==> config.mk <==
export PLATFORM = sky130hd
export DESIGN_NAME = serial_add_ctrl_flat
export DESIGN_NICKNAME = d
export VERILOG_FILES = /design/src/rtl/serial_add_pkg.sv /design/src/rtl/serial_add_ctrl_if.sv /design/src/rtl/fulladder.sv /design/src/rtl/serial_add_ctrl.sv /design/src/flat_wrapper.sv
export SDC_FILE = /design/constraint.sdc
export NUM_CORES = 1
export LEC_CHECK = 0
export ABC_AREA = 1
export BUFFER_PORTS_ARGS = -buffer_cell sky130_fd_sc_hd__buf_2
export CORE_MARGIN = 3
export CORE_UTILIZATION = 49
export CTS_CLUSTER_DIAMETER = 200
export DETAILED_ROUTE_END_ITERATION = 8
export HOLD_SLACK_MARGIN = 0.12
export PLACE_DENSITY_LB_ADDON = 0.3
export RECOVER_POWER = 25
export SETUP_SLACK_MARGIN = 0.15
export SYNTH_ARGS = -nofsm -noshare
export SYNTH_HDL_FRONTEND = slang
export SYNTH_SLANG_ARGS = --single-unit
==> constraint.sdc <==
create_clock -name clk -period 3.4 [get_ports clk]
set_clock_uncertainty 0.1 [all_clocks]
set_input_delay 0.68 -clock clk [delete_from_list [all_inputs] [get_ports clk]]
set_output_delay 0.68 -clock clk [all_outputs]
set_load 0.05 [all_outputs]
==> src/rtl/serial_add_pkg.sv <==
// Shared definitions for the bit-serial adder: default operand width and
// controller state encoding.
package serial_add_pkg;

    localparam int DEFAULT_WIDTH = 8;

    typedef enum logic [1:0] {
        IDLE = 2'd0,
        RUN  = 2'd1,
        DONE = 2'd2
    } state_t;

endpackage

==> src/rtl/serial_add_ctrl_if.sv <==
// Operand/result handshake bundle for serial_add_ctrl.
// master drives operands and consumes results; slave is the adder block.
interface serial_add_ctrl_if
    import serial_add_pkg::*;
#(
    parameter int WIDTH = DEFAULT_WIDTH
);

    logic             in_valid;
    logic             in_ready;
    logic [WIDTH-1:0] a;
    logic [WIDTH-1:0] b;
    logic             cin;
    logic             out_valid;
    logic             out_ready;
    logic [WIDTH-1:0] sum;
    logic             cout;
    logic             busy;

    modport master (
        output in_valid, a, b, cin, out_ready,
        input  in_ready, out_valid, sum, cout, busy
    );

    modport slave (
        input  in_valid, a, b, cin, out_ready,
        output in_ready, out_valid, sum, cout, busy
    );

endinterface

==> src/rtl/fulladder.sv <==
// Single-bit full adder cell; the only arithmetic element in the datapath.
module fulladder (
    input  logic a,
    input  logic b,
    input  logic ci,
    output logic s,
    output logic co
);

    assign s  = a ^ b ^ ci;
    assign co = (a & b) | (ci & (a ^ b));

endmodule

==> src/rtl/serial_add_ctrl.sv <==
// Bit-serial adder controller: accepts an operand pair, feeds one bit per
// cycle (LSB first) through a shared full adder, then holds the
// WIDTH+1-bit result until the consumer takes it.
module serial_add_ctrl
    import serial_add_pkg::*;
#(
    parameter int WIDTH = DEFAULT_WIDTH
) (
    input  logic               clk,
    input  logic               rst_n,
    serial_add_ctrl_if.slave   bus
);

    localparam int CW = $clog2(WIDTH) + 1;

    state_t           state;
    state_t           state_nx;

    logic [WIDTH-1:0] a_sh;
    logic [WIDTH-1:0] b_sh;
    logic [WIDTH-1:0] sum_sh;
    logic             carry_q;
    logic [CW-1:0]    cnt;

    logic             fa_s;
    logic             fa_co;
    logic             last_bit;

    assign last_bit = (cnt == CW'(WIDTH - 1));

    fulladder u_fa (
        .a  (a_sh[0]),
        .b  (b_sh[0]),
        .ci (carry_q),
        .s  (fa_s),
        .co (fa_co)
    );

    // State register.
    // NOTE: sequential state uses non-blocking assignments so every flop
    // samples pre-edge values regardless of process evaluation order.
    always_ff @(posedge clk or negedge rst_n) begin
        if (!rst_n) begin
            state <= IDLE;
        end else begin
            state <= state_nx;
        end
    end

    // Next-state logic: accept in IDLE, WIDTH bit-steps in RUN, hold in DONE.
    // NOTE: state_nx gets a default before the case so no path leaves it
    // unassigned, which would infer a latch.
    always_comb begin
        state_nx = state;
        case (state)
            IDLE:    if (bus.in_valid)  state_nx = RUN;
            RUN:     if (last_bit)      state_nx = DONE;
            DONE:    if (bus.out_ready) state_nx = IDLE;
            default: state_nx = IDLE;
        endcase
    end

    // Datapath: capture operands on accept, then shift one bit per RUN cycle.
    // NOTE: the shift registers are cleared by reset as well, so an aborted
    // operation leaves no residue and the block comes up in a known state.
    always_ff @(posedge clk or negedge rst_n) begin
        if (!rst_n) begin
            a_sh    <= '0;
            b_sh    <= '0;
            sum_sh  <= '0;
            carry_q <= 1'b0;
            cnt     <= '0;
        end else begin
            case (state)
                IDLE: begin
                    if (bus.in_valid) begin
                        a_sh    <= bus.a;
                        b_sh    <= bus.b;
                        carry_q <= bus.cin;
                        sum_sh  <= '0;
                        cnt     <= '0;
                    end
                end
                RUN: begin
                    sum_sh  <= {fa_s, sum_sh[WIDTH-1:1]};
                    carry_q <= fa_co;
                    a_sh    <= {1'b0, a_sh[WIDTH-1:1]};
                    b_sh    <= {1'b0, b_sh[WIDTH-1:1]};
                    cnt     <= cnt + 1'b1;
                end
                default: ;
            endcase
        end
    end

    // Outputs decode straight from state; the result is masked outside DONE
    // so partial sums are never visible.
    assign bus.in_ready  = (state == IDLE);
    assign bus.out_valid = (state == DONE);
    assign bus.busy      = (state != IDLE);
    assign bus.sum       = (state == DONE) ? sum_sh : '0;
    assign bus.cout      = (state == DONE) & carry_q;

endmodule

==> src/flat_wrapper.sv <==
// flat-port wrapper written by rule: the top's interface ports become plain ports
module serial_add_ctrl_flat import serial_add_pkg::*;
#(
    parameter int WIDTH = DEFAULT_WIDTH
)
  (clk, rst_n, bus_in_valid, bus_a, bus_b, bus_cin, bus_out_ready, bus_in_ready, bus_out_valid, bus_sum, bus_cout, bus_busy);
  serial_add_ctrl_if #(.WIDTH(WIDTH)) bus_i ();
  input  logic clk;
  input  logic rst_n;
  input wire logic [$bits(bus_i.in_valid)-1:0] bus_in_valid;
  input wire logic [$bits(bus_i.a)-1:0] bus_a;
  input wire logic [$bits(bus_i.b)-1:0] bus_b;
  input wire logic [$bits(bus_i.cin)-1:0] bus_cin;
  input wire logic [$bits(bus_i.out_ready)-1:0] bus_out_ready;
  output wire logic [$bits(bus_i.in_ready)-1:0] bus_in_ready;
  output wire logic [$bits(bus_i.out_valid)-1:0] bus_out_valid;
  output wire logic [$bits(bus_i.sum)-1:0] bus_sum;
  output wire logic [$bits(bus_i.cout)-1:0] bus_cout;
  output wire logic [$bits(bus_i.busy)-1:0] bus_busy;
  assign bus_i.in_valid = bus_in_valid;
  assign bus_i.a = bus_a;
  assign bus_i.b = bus_b;
  assign bus_i.cin = bus_cin;
  assign bus_i.out_ready = bus_out_ready;
  assign bus_in_ready = bus_i.in_ready;
  assign bus_out_valid = bus_i.out_valid;
  assign bus_sum = bus_i.sum;
  assign bus_cout = bus_i.cout;
  assign bus_busy = bus_i.busy;
  serial_add_ctrl #(.WIDTH(WIDTH)) u_core (.clk(clk), .rst_n(rst_n), .bus(bus_i));
endmodule
After elaboration in Yosys (flattened, before gate mapping). Cells that the tools add are included.

Flip-flop bits (word level): 31. Output and inout bits: 12. Input port bits: 21.

Mux-type cells: 15. Reductions and logical operators: 5. Bitwise operators: 6. $add $sub $neg: 1. Equal/unequal tests: 6.

Operators by type and width (count): $pmux W8 S2 (3); $mux W8 (4); $pmux W4 S2 (1); $mux W2 (3); $pmux W2 S3 (1); $add A4 B1 Y4 const B (1); $eq A4 B3 Y1 const B (1); $mux W4 (1); $ne A2 B2 Y1 const B (2); $reduce_bool A2 Y1 (2); $and A1 B1 Y1 (3); $reduce_and A3 Y1 (1); $eq A2 B1 Y1 const B (1); $eq A2 B2 Y1 const B (1); $logic_not A2 Y1 (1); $ne A2 B1 Y1 const B (1); $pmux W1 S2 (1); $reduce_and A2 Y1 (1); $xor A1 B1 Y1 (2); $mux W1 (1); $or A1 B1 Y1 (1).

Depth between registers and ports, before layout. Gate-level depths: netlist of the first run.

Word-level depth: 4. Mapped depth: 7. Depth with buffers taken out: 6.

By module. A second synthesis of the first run with hierarchy kept.

Cell total of the unflattened synthesis: 172. Area total of the unflattened synthesis: 1492.7 um^2.

By module, submodules not included: serial_add_ctrl (cells each 171, sequential area each 775.7 um^2, times used 1, area an instance 1472.7 um^2); fulladder (cells each 1, sequential area each 0.0 um^2, times used 1, area an instance 20.0 um^2).

Least setup slack after synthesis of the first run. OpenSTA, ideal clock, no wires.

Path type: reg2out. Start point: register u_core.state[0]. End point: output bus_cout. Arrival: 1.355 ns. Data required time: 2.620 ns. Path slack: 1.265 ns. Cell stages (with the launch flop): 5. Cells stage by stage: dfrtp_1 inv_1 nand2_1 buf_2 nor2_1.

Word-level cells in the longest chain between the ends: 2.

RTL lines: from (decl) (line serial_add_ctrl.sv:16) `state_t state;`; from (signal assigned) (line serial_add_ctrl.sv:46) `state <= state_nx;`; $eq A2 B2 Y1 (line serial_add_ctrl.sv:102) `assign bus.cout = (state == DONE) & carry_q;`; $and A1 B1 Y1 (line serial_add_ctrl.sv:102); to (decl) (line flat_wrapper.sv:18) `output wire logic [$bits(bus_i.cout)-1:0] bus_cout;`.

Every way passes these cells.

Worst setup path after layout of the first run.
Start point: register u_core.state[0]. End point: output bus_sum[1].

Word-level cells in the longest chain between the ends: 2.

RTL lines: $eq A2 B2 Y1 (line serial_add_ctrl.sv:101) `assign bus.sum = (state == DONE) ? sum_sh : '0;`; $mux W8 (line serial_add_ctrl.sv:101); to (decl) (line flat_wrapper.sv:17) `output wire logic [$bits(bus_i.sum)-1:0] bus_sum;`.

Every way passes these cells.

==> results of run 1 <==
-- worst max-delay path, cell delays in order, from the launching register on --
cell and delay (ns):
dfrtp_1 0.45, inv_1 0.08, nand2_1 0.20, nor2_1 0.16, buf_2 0.28
-- worst min-delay path by stage --
stage,startpoint,to,cells after the start
after floorplan,rst_n,u_core.a_sh[0],0
after global placement,u_core.b_sh[7],u_core.b_sh[6],2
after detailed placement,u_core.a_sh[4],u_core.a_sh[3],2
after CTS,rst_n,u_core.cnt[1],1
after global routing,u_core.b_sh[7],u_core.b_sh[6],2
final,u_core.b_sh[5],u_core.b_sh[4],2
-- per-stage QoR --
step                power (mW)  instances  hold WS (ns)  util [%]
floorplan                1.059        168        0.2844         -
global placement         1.127        220        0.3738     56.96
detailed placement       1.157        220        0.3872     56.96
CTS                      1.401        228        0.3007     59.41
global route             1.500        228        0.4212     59.37
finish                   1.383        228        0.4069     59.37
-- where the power goes --
group | internal (mW) | switching (mW) | total (mW)
clock network | 0.122 | 0.118 | 0.239
registers | 0.518 | 0.0874 | 0.606
logic | 0.175 | 0.363 | 0.538
total | 0.815 | 0.568 | 1.38
-- registers in the layout, indices dropped and copies added (netlist names) --
| name | cells |
|---|---|
| u_core.sum_sh | 8 |
| u_core.cnt | 4 |
| u_core.state | 2 |
| u_core.b_sh | 8 |
| u_core.a_sh | 8 |
| u_core.carry_q | 1 |
-- cells in the final DEF (no fill, tap or decap), types with 2 or more instances in the layout --
cell / synthesis / routed
nand3_1: 53 / 53
clkbuf_1: 0 / 2
clkbuf_8: 0 / 2
clkbuf_4: 0 / 5
o22ai_1: 9 / 9
inv_2: 2 / 2
nor2_1: 10 / 10
buf_2: 7 / 31
dfrtp_1: 31 / 31
nand2_2: 2 / 2
inv_1: 15 / 15
nand2_1: 24 / 24
-- metal layers --
layer	share of wire [%]	vias up	track usage (%)
li1	-	615	-
met4	0.34	0	5.573
met5	0	-	0
met3	6.2	2	7.021
met1	43	606	21.42
met2	51	35	31.30
-- cell type report --
class	instances	area share (%)
Sequential cell	31	46.58
Multi-Input combinational cell	109	33.58
Timing Repair Buffer	32	9.542
Clock buffer	8	4.132
Inverter	17	3.832
Tap cell	31	2.329
-- cells by family (layout without fill, tap and decap cells) --
| logic type | count (synthesis) | after routing | share of synthesized area, % |
|---|---|---|---|
| AO/OA/AOI/OAI | 12 | 12 | 4.866 |
| XOR/XNOR | 1 | 1 | 0.5979 |
| adder cells (fa/ha/maj) | 2 | 2 | 2.220 |
| buffers and inverters | 28 | 57 | 8.880 |
| flip-flops | 31 | 31 | 52.95 |
| AND/OR/NAND/NOR | 94 | 94 | 30.49 |
==> results.ini, run 1 <==
[placement]
place_area_um2 = 1598
gp_congestion = 0.6983
port_buffers = 32
pre_cts_ws_ns = 1.475
hpwl_mm = 1.995

[routing]
wl_mm = 2.944
vias_per_cell = 5.518
antenna_left = 0
wl_per_cell_um = 12.91
drcViolationCount = 0
drtIter0Drc = 33
first_pass_iters = 4
vias = 1258

[final_layout]
final_net_count = 219
diodes = 0
layout-drive-gt1-share_pct = 23.35
final_cell_area_um2 = 1665
seqCellArea_um2 = 775.7
area.growth.synth_to_final_pct = 13.66
fillers = 264
multi_input_area_um2 = 559.3

[global_route]
grt_pass1_wl_mm = 4.905
track_usage_pct = 18.35
grt_start_max_net_pins = 34
grt_pass1_vias = 1154
grt_antenna_before_repair = 0
grt_overflow = 0

[yosys]
synthCells = 168
async_flop_share_pct = 100.0
avgSynthCellArea_um2 = 8.721
synth.area.top_cells = dfrtp_1 53%, nand3_1 18%, nand2_1 6.1%, inv_1 3.8%, o22ai_1 3.8%
ys_types = 23
synth.yosys.warnings = 0
ys_seq_area_share_pct = 52.95
synth_top_area_share_pct = 52.95
yosysMostFrequentCell = nand3_1
synth_nets = 191
ys_top_cells_by_count = 53 x nand3_1, 31 x dfrtp_1, 24 x nand2_1, 15 x inv_1, 10 x nor2_1
synth-seq-cells = 31
yosys_most_used_dff = dfrtp_1
synth_edf_count = 0
synth_area_um2 = 1465
yosysTopAreaCell = dfrtp_1

[sta]
setup_ws_ns = 1.131
min_period_ns = 2.269
rsz0062_at_grt = false
finalHoldViolCount = 0
fin_crit_sh_pct = 66.73
slew_headroom_pct = -9.559
setup_viol = 0
slew_viol_final = 32
final.setup.tns_ns = 0
fmax_mhz = 440.8
worst_pin_slew_ns = 1.643

[cts]
cts-buffers-inserted = 5
htree_levels = 2
clock_latency_ns = 0.32
cts_hold_buf = 0
cts_resized = 0
clkSinkCount = 31
clk_pin_slew_ns = 0.09
clockBufferDepth = 2
cts-root-buf = clkbuf_4
cts_setup_buffers = 0
cts_tree = built

[worst_setup_path]
endpoint = bus_sum[1]
r2r_slack_ns = 1.91
required_ns = 2.62
critical_path_class = flop to output pin
cp-end-kind = output pin
reg2regPathDepth = 6
r2r_end = u_core.a_sh[7]
start_kind = flop
setup.worst_path.start = u_core.state[0]
r2r-start = u_core.state[1]
cp.arrival_ns = 1.49
critPathMaxFanout = 11

[floorplanning]
coreArea_um2 = 2805
die_h_um = 60.68
start_util_pct = 52.23
num_rows = 19
die_w_um = 60.68
dieArea_um2 = 3682
ios = 33

[hold_path]
worstHoldPathType = flop to flop

[run]
maxCapViolations = 1

[power]
power_density_nw_per_um2 = 830.4
cellLeakagePower_nw = 0.8557
ir_worst_vdd_mv = 0.4229

[outcome]
violations = capacitance limit, slew limit
status = finished with violations

Note: power is estimated with default switching activity, not from simulation.
==> run 2: changes to the inputs <==
Settings changed: CORE_UTILIZATION 49 to 47.
Clock period 3.4 ns to 1.8 ns, I/O delays scaled along.
==> results.ini, run 2 (synthesized netlist as in run 1, its figures left out) <==
[routing]
drtIter0Drc = 53  ; +61%
vias = 1272  ; +1.1%
antenna_left = 0  ; unchanged
drcViolationCount = 0  ; unchanged
vias_per_cell = 5.345  ; -3.1%
wl_mm = 3.211  ; +9.1%
wl_per_cell_um = 13.49  ; +4.5%
first_pass_iters = 4  ; unchanged

[floorplanning]
dieArea_um2 = 3824  ; +3.8%
die_h_um = 61.84  ; +1.9%
coreArea_um2 = 2853  ; +1.7%
die_w_um = 61.84  ; +1.9%
start_util_pct = 51.36  ; -0.87 points
ios = 33  ; unchanged
num_rows = 19  ; unchanged

[power]
power_mw = 2.954  ; +110%
cellLeakagePower_nw = 0.9321  ; +8.9%
power_density_nw_per_um2 = 1516  ; +83%
ir_worst_vdd_mv = 0.8417  ; +99%

[global_route]
grt_pass1_vias = 1184  ; +2.6%
track_usage_pct = 18.58  ; +0.24 points
grt_antenna_before_repair = 0  ; unchanged
grt_overflow = 0  ; unchanged
grt_pass1_wl_mm = 5.244  ; +6.9%
grt_start_max_net_pins = 32  ; -5.9%

[cts]
clock_latency_ns = 0.33  ; about the same
clockBufferDepth = 2  ; unchanged
htree_levels = 2  ; unchanged
cts_tree = built
cts-buffers-inserted = 5  ; unchanged
clkSinkCount = 31  ; unchanged
clk_pin_slew_ns = 0.10  ; about the same
cts-root-buf = clkbuf_4

[final_layout]
largest_registers = u_core.a_sh x8, u_core.b_sh x8, u_core.sum_sh x8
diodes = 0  ; unchanged
fillers = 236  ; -11%
stdcell_count = 238  ; +4.4%
layout-drive-gt1-share_pct = 32.85  ; +9.5 points
final_common_cell = nand3_1
final_net_count = 229  ; +4.6%
final_cell_mix = 53 x nand3_1, 29 x dfrtp_1, 23 x nand2_1, 19 x buf_2, 13 x inv_1
final_core_util_pct = 68.29  ; +8.9 points
area.growth.synth_to_final_pct = 32.96

[placement]
pre_cts_ws_ns = 0.1886  ; -1.286 ns
gp_congestion = 0.7246  ; +3.8%
place_inst = 222  ; +0.91%
hpwl_mm = 2.033  ; +1.9%
port_buffers = 32  ; unchanged

[worst_setup_path]
path_cells = nor2_4 > clkinvlp_4 > buf_6
required_ns = 1.34  ; -1.28 ns
start_kind = flop
critPathMaxFanout = 4  ; -7
cp.arrival_ns = 1.27  ; -0.22 ns
reg2regPathDepth = 6  ; unchanged
critical_path_class = flop to output pin
crit_path_top_delay_cell = dfrtp_2
cpPeakStageDelay_ns = 0.50  ; +0.05 ns
cp-end-kind = output pin

[sta]
fmax_mhz = 578.1
slew_headroom_pct = 48.87  ; +58 points
rsz0062_at_grt = true
worst_pin_slew_ns = 0.7669  ; -0.8765 ns
setup_viol = 0  ; unchanged
slew_viol_final = 0  ; -100%
fin_crit_sh_pct = 96.11
setup_ws_ns = 0.07010  ; -1.061 ns
min_period_ns = 1.730
finalHoldViolCount = 0  ; unchanged

[hold_path]
worstHoldPathType = input port to flop
hold_path_depth = 3  ; +1

[outcome]
status = finished, final reports clean

[run]
maxCapViolations = 0  ; -1

run 2: cell count changes in the layout (fill, tap and decap cells not counted), moves of 4 or more:
cell,previous run,this run
buf_8,0,5
dlygate4sd3_1,0,4
buf_2,31,19
buf_6,0,6
nor2_1,10,1
buf_4,0,6
nor2_4,1,7
run 2: per-stage QoR:
step | setup TNS [ns] | hold WS (ns) | cell area, um^2
after floorplan | -0.1368 | -0.03559 | 1471
after global placement | 0 | 0.3345 | 1617
after detailed placement | 0 | 0.3364 | 1617
after CTS | 0 | 0.1571 | 1881
after global routing | 0 | 0.1633 | 1948
final | 0 | 0.1704 | 1948
run 2: final timing paths:
check                                 from          endpoint  slack, ns
min                               bus_b[4]    u_core.b_sh[4]       0.17
min reg2reg                 u_core.b_sh[3]    u_core.b_sh[2]       0.40
min in group asynchronous            rst_n  u_core.sum_sh[0]       0.52
max in group asynchronous            rst_n   u_core.state[0]       0.55
max reg2reg                u_core.state[1]    u_core.a_sh[3]       0.26
max                        u_core.state[1]          bus_busy       0.07
run 2: metal layers:
| metal | wire [um] | track usage, % | vias up |
|---|---|---|---|
| met1 | 1403 | 23.65 | 603 |
| li1 | - | - | 636 |
| met4 | 17 | 6.364 | 0 |
| met2 | 1651 | 30.19 | 31 |
| met5 | 0 | 0 | - |
| met3 | 138 | 5.579 | 2 |
run 2: timing repair:
action / CTS / global route
setup endpoints to repair: 12 / 19
setup buffers: 3 / 0
pin swaps: 1 / 1
cloned: 1 / 0
hold endpoints to repair: 34 / 0
hold buffers: 4 / 0
resized for setup: 38 / 16
run 2: worst max-delay path, delay by kind of cell (launching register included):
kind | cells | cell delay, ns
and+or+nand+nor | 1 | 0.17
buffers and inverters | 2 | 0.26
DFF | 1 | 0.50
run 2: power by group:
group | leakage, nW | internal [mW] | switching [mW] | total [mW]
Combinational | 0.484 | 0.440 | 0.780 | 1.22
Clock | 0.0482 | 0.328 | 0.240 | 0.568
Sequential | 0.399 | 0.981 | 0.185 | 1.17
run 2: layout make-up:
type	count	area (um^2)	area share, %
timing repair buffer	41	327.8	16.83
sequential	31	778.2	39.95
clock inverter	2	35.03	1.798
clock buffer	6	51.30	2.633
multi-input combinational	110	644.4	33.08
tap	31	38.79	1.991
inverter	17	72.57	3.725
==> run 3: changes to the inputs <==
Settings changed: BUFFER_PORTS_ARGS -buffer_cell sky130_fd_sc_hd__buf_2 to -buffer_cell sky130_fd_sc_hd__buf_4, CELL_PAD_IN_SITES_DETAIL_PLACEMENT from default to 1, CELL_PAD_IN_SITES_GLOBAL_PLACEMENT from default to 1, CORE_UTILIZATION 47 to 35.
==> results.ini, run 3 (synthesized netlist as in run 1, its figures left out) <==
[floorplanning]
ios = 33  ; unchanged
die_w_um = 70.70  ; +14%
die_h_um = 70.70  ; +14%
num_rows = 22  ; +3
dieArea_um2 = 4998  ; +31%
start_util_pct = 38.02  ; -13 points
coreArea_um2 = 3854  ; +35%

[cts]
cts-root-buf = clkbuf_8
clk_pin_slew_ns = 0.07  ; -0.03 ns
clockBufferDepth = 2  ; unchanged
clkSinkCount = 31  ; unchanged
cts_tree = built
cts-buffers-inserted = 5  ; unchanged
clock_latency_ns = 0.28  ; -0.05 ns
htree_levels = 2  ; unchanged

[global_route]
top_usage_layer = met2
use_met3_pct = 3.551  ; -2.0 points
grt_antenna_before_repair = 0  ; unchanged
track_usage_pct = 16.67  ; -1.9 points
grt_pass1_wl_mm = 6.596  ; +26%
grt_pass1_vias = 1413  ; +19%
use_met1_pct = 20.93  ; -2.7 points
grt_overflow = 0  ; unchanged
grt_start_max_net_pins = 32  ; unchanged
use_met2_pct = 27.81  ; -2.4 points

[sta]
fin_hold_ws_ns = 0.1600  ; -0.01040 ns
fin_crit_sh_pct = 92.33  ; -3.8 points
final.setup.tns_ns = 0  ; unchanged
slew_headroom_pct = 48.17  ; -0.70 points
fmax_mhz = 601.7  ; +4.1%
finalHoldViolCount = 0  ; unchanged
min_period_ns = 1.662  ; -0.06799 ns
slew_viol_final = 0  ; unchanged
worst_pin_slew_ns = 0.7774  ; +0.01055 ns
setup_viol = 0  ; unchanged
rsz0062_at_grt = true
setup_ws_ns = 0.1381  ; +0.06799 ns

[routing]
vias = 1330  ; +4.6%
drcViolationCount = 0  ; unchanged
first_pass_iters = 4  ; unchanged
wl_mm = 3.861  ; +20%
drtIter0Drc = 48  ; -9.4%
vias_per_cell = 5.278  ; -1.2%
wl_per_cell_um = 15.32  ; +14%
antenna_left = 0  ; unchanged

[worst_setup_path]
critPathMaxFanout = 6  ; +2
start_kind = flop
critical_path_class = flop to output pin
setup.worst_path.start = u_core.state[0]
cp-end-kind = output pin
cp.arrival_ns = 1.20  ; -0.07 ns
required_ns = 1.34  ; about the same
r2r-start = u_core.state[1]

[final_layout]
final_cell_mix = 53 x nand3_1, 29 x dfrtp_1, 25 x buf_4, 23 x nand2_1, 12 x inv_1
layout-drive-gt1-share_pct = 33.82  ; +0.97 points
final_net_count = 226  ; -1.3%
largest_registers = u_core.a_sh x8, u_core.b_sh x8, u_core.sum_sh x8
final_common_cell = nand3_1
final_core_util_pct = 51.33  ; -17 points
diodes = 0  ; unchanged
area.growth.synth_to_final_pct = 35.01

[hold_path]
worstHoldPathType = input port to flop
hp-start = bus_out_ready

[placement]
gp_congestion = 0.6970  ; -3.8%
pre_cts_ws_ns = 0.2339  ; +0.04524 ns
hpwl_mm = 2.647  ; +30%
port_buffers = 32  ; unchanged

[power]
power_mw = 3.118  ; +5.6%
cellLeakagePower_nw = 0.9487  ; +1.8%
power_density_nw_per_um2 = 1576  ; +4.0%
ir_worst_vdd_mv = 0.8422  ; about the same

[run]
maxCapViolations = 0  ; unchanged

[outcome]
status = finished, final reports clean

==> run 3: cell count changes in the layout (fill, tap and decap cells not counted), sizes merged <==
| cell | change |
|---|---|
| dlygate4sd3 | -3 |
==> run 3: worst paths after layout <==
kind	to	slack, ns	cells after the start
setup / recovery	bus_sum[1]	0.14	4
hold / removal	u_core.state[1]	0.16	2
setup reg to reg	u_core.a_sh[7]	0.33	6
hold reg to reg	u_core.b_sh[2]	0.40	2
max in group asynchronous	u_core.state[0]	0.48	2
min in group asynchronous	u_core.sum_sh[0]	0.58	2
==> run 3: final cells by class <==
cell class / count / area [um^2]
Clock buffer: 6 / 82.58
Clock inverter: 2 / 35.03
Fill cell: 446 / 1876
Inverter: 17 / 70.07
Multi-Input combinational cell: 110 / 625.6
Sequential cell: 31 / 778.2
Tap cell: 48 / 60.06
Timing Repair Buffer: 38 / 326.6
==> run 3: where the power goes <==
part	internal (mW)	switching [mW]
Combinational	0.429	0.807
Clock	0.448	0.267
Sequential	0.984	0.183
Total	1.86	1.26
==> run 3: worst max-delay path, stage by stage (launching register included) <==
cell and delay (ns):
dfrtp_2 0.45, inv_4 0.09, nand2_4 0.10, nor2_2 0.12
buf_6 0.16
==> run 3: layer usage <==
metal | vias up | part of all wire [%]
li1 | 630 | -
met1 | 659 | 44
met5 | - | 0
met4 | 0 | 1.5
met2 | 36 | 51
met3 | 5 | 3.7
==> run 3: repair_timing <==
| action | CTS | global route |
|---|---|---|
| setup endpoints to repair | 11 | 12 |
| endpoints found under the hold margin | 31 | 0 |
| setup buffers | 2 | 0 |
| gates cloned | 1 | 0 |
| resized for setup | 27 | 6 |
| hold buffers | 1 | 0 |
==> run 3: per-stage QoR <==
stage / area [um^2] / std cells
after floorplan: 1471 / 168
after global placement: 1725 / 240
after detailed placement: 1725 / 240
after CTS: 1958 / 252
after global routing: 1978 / 252
final: 1978 / 252
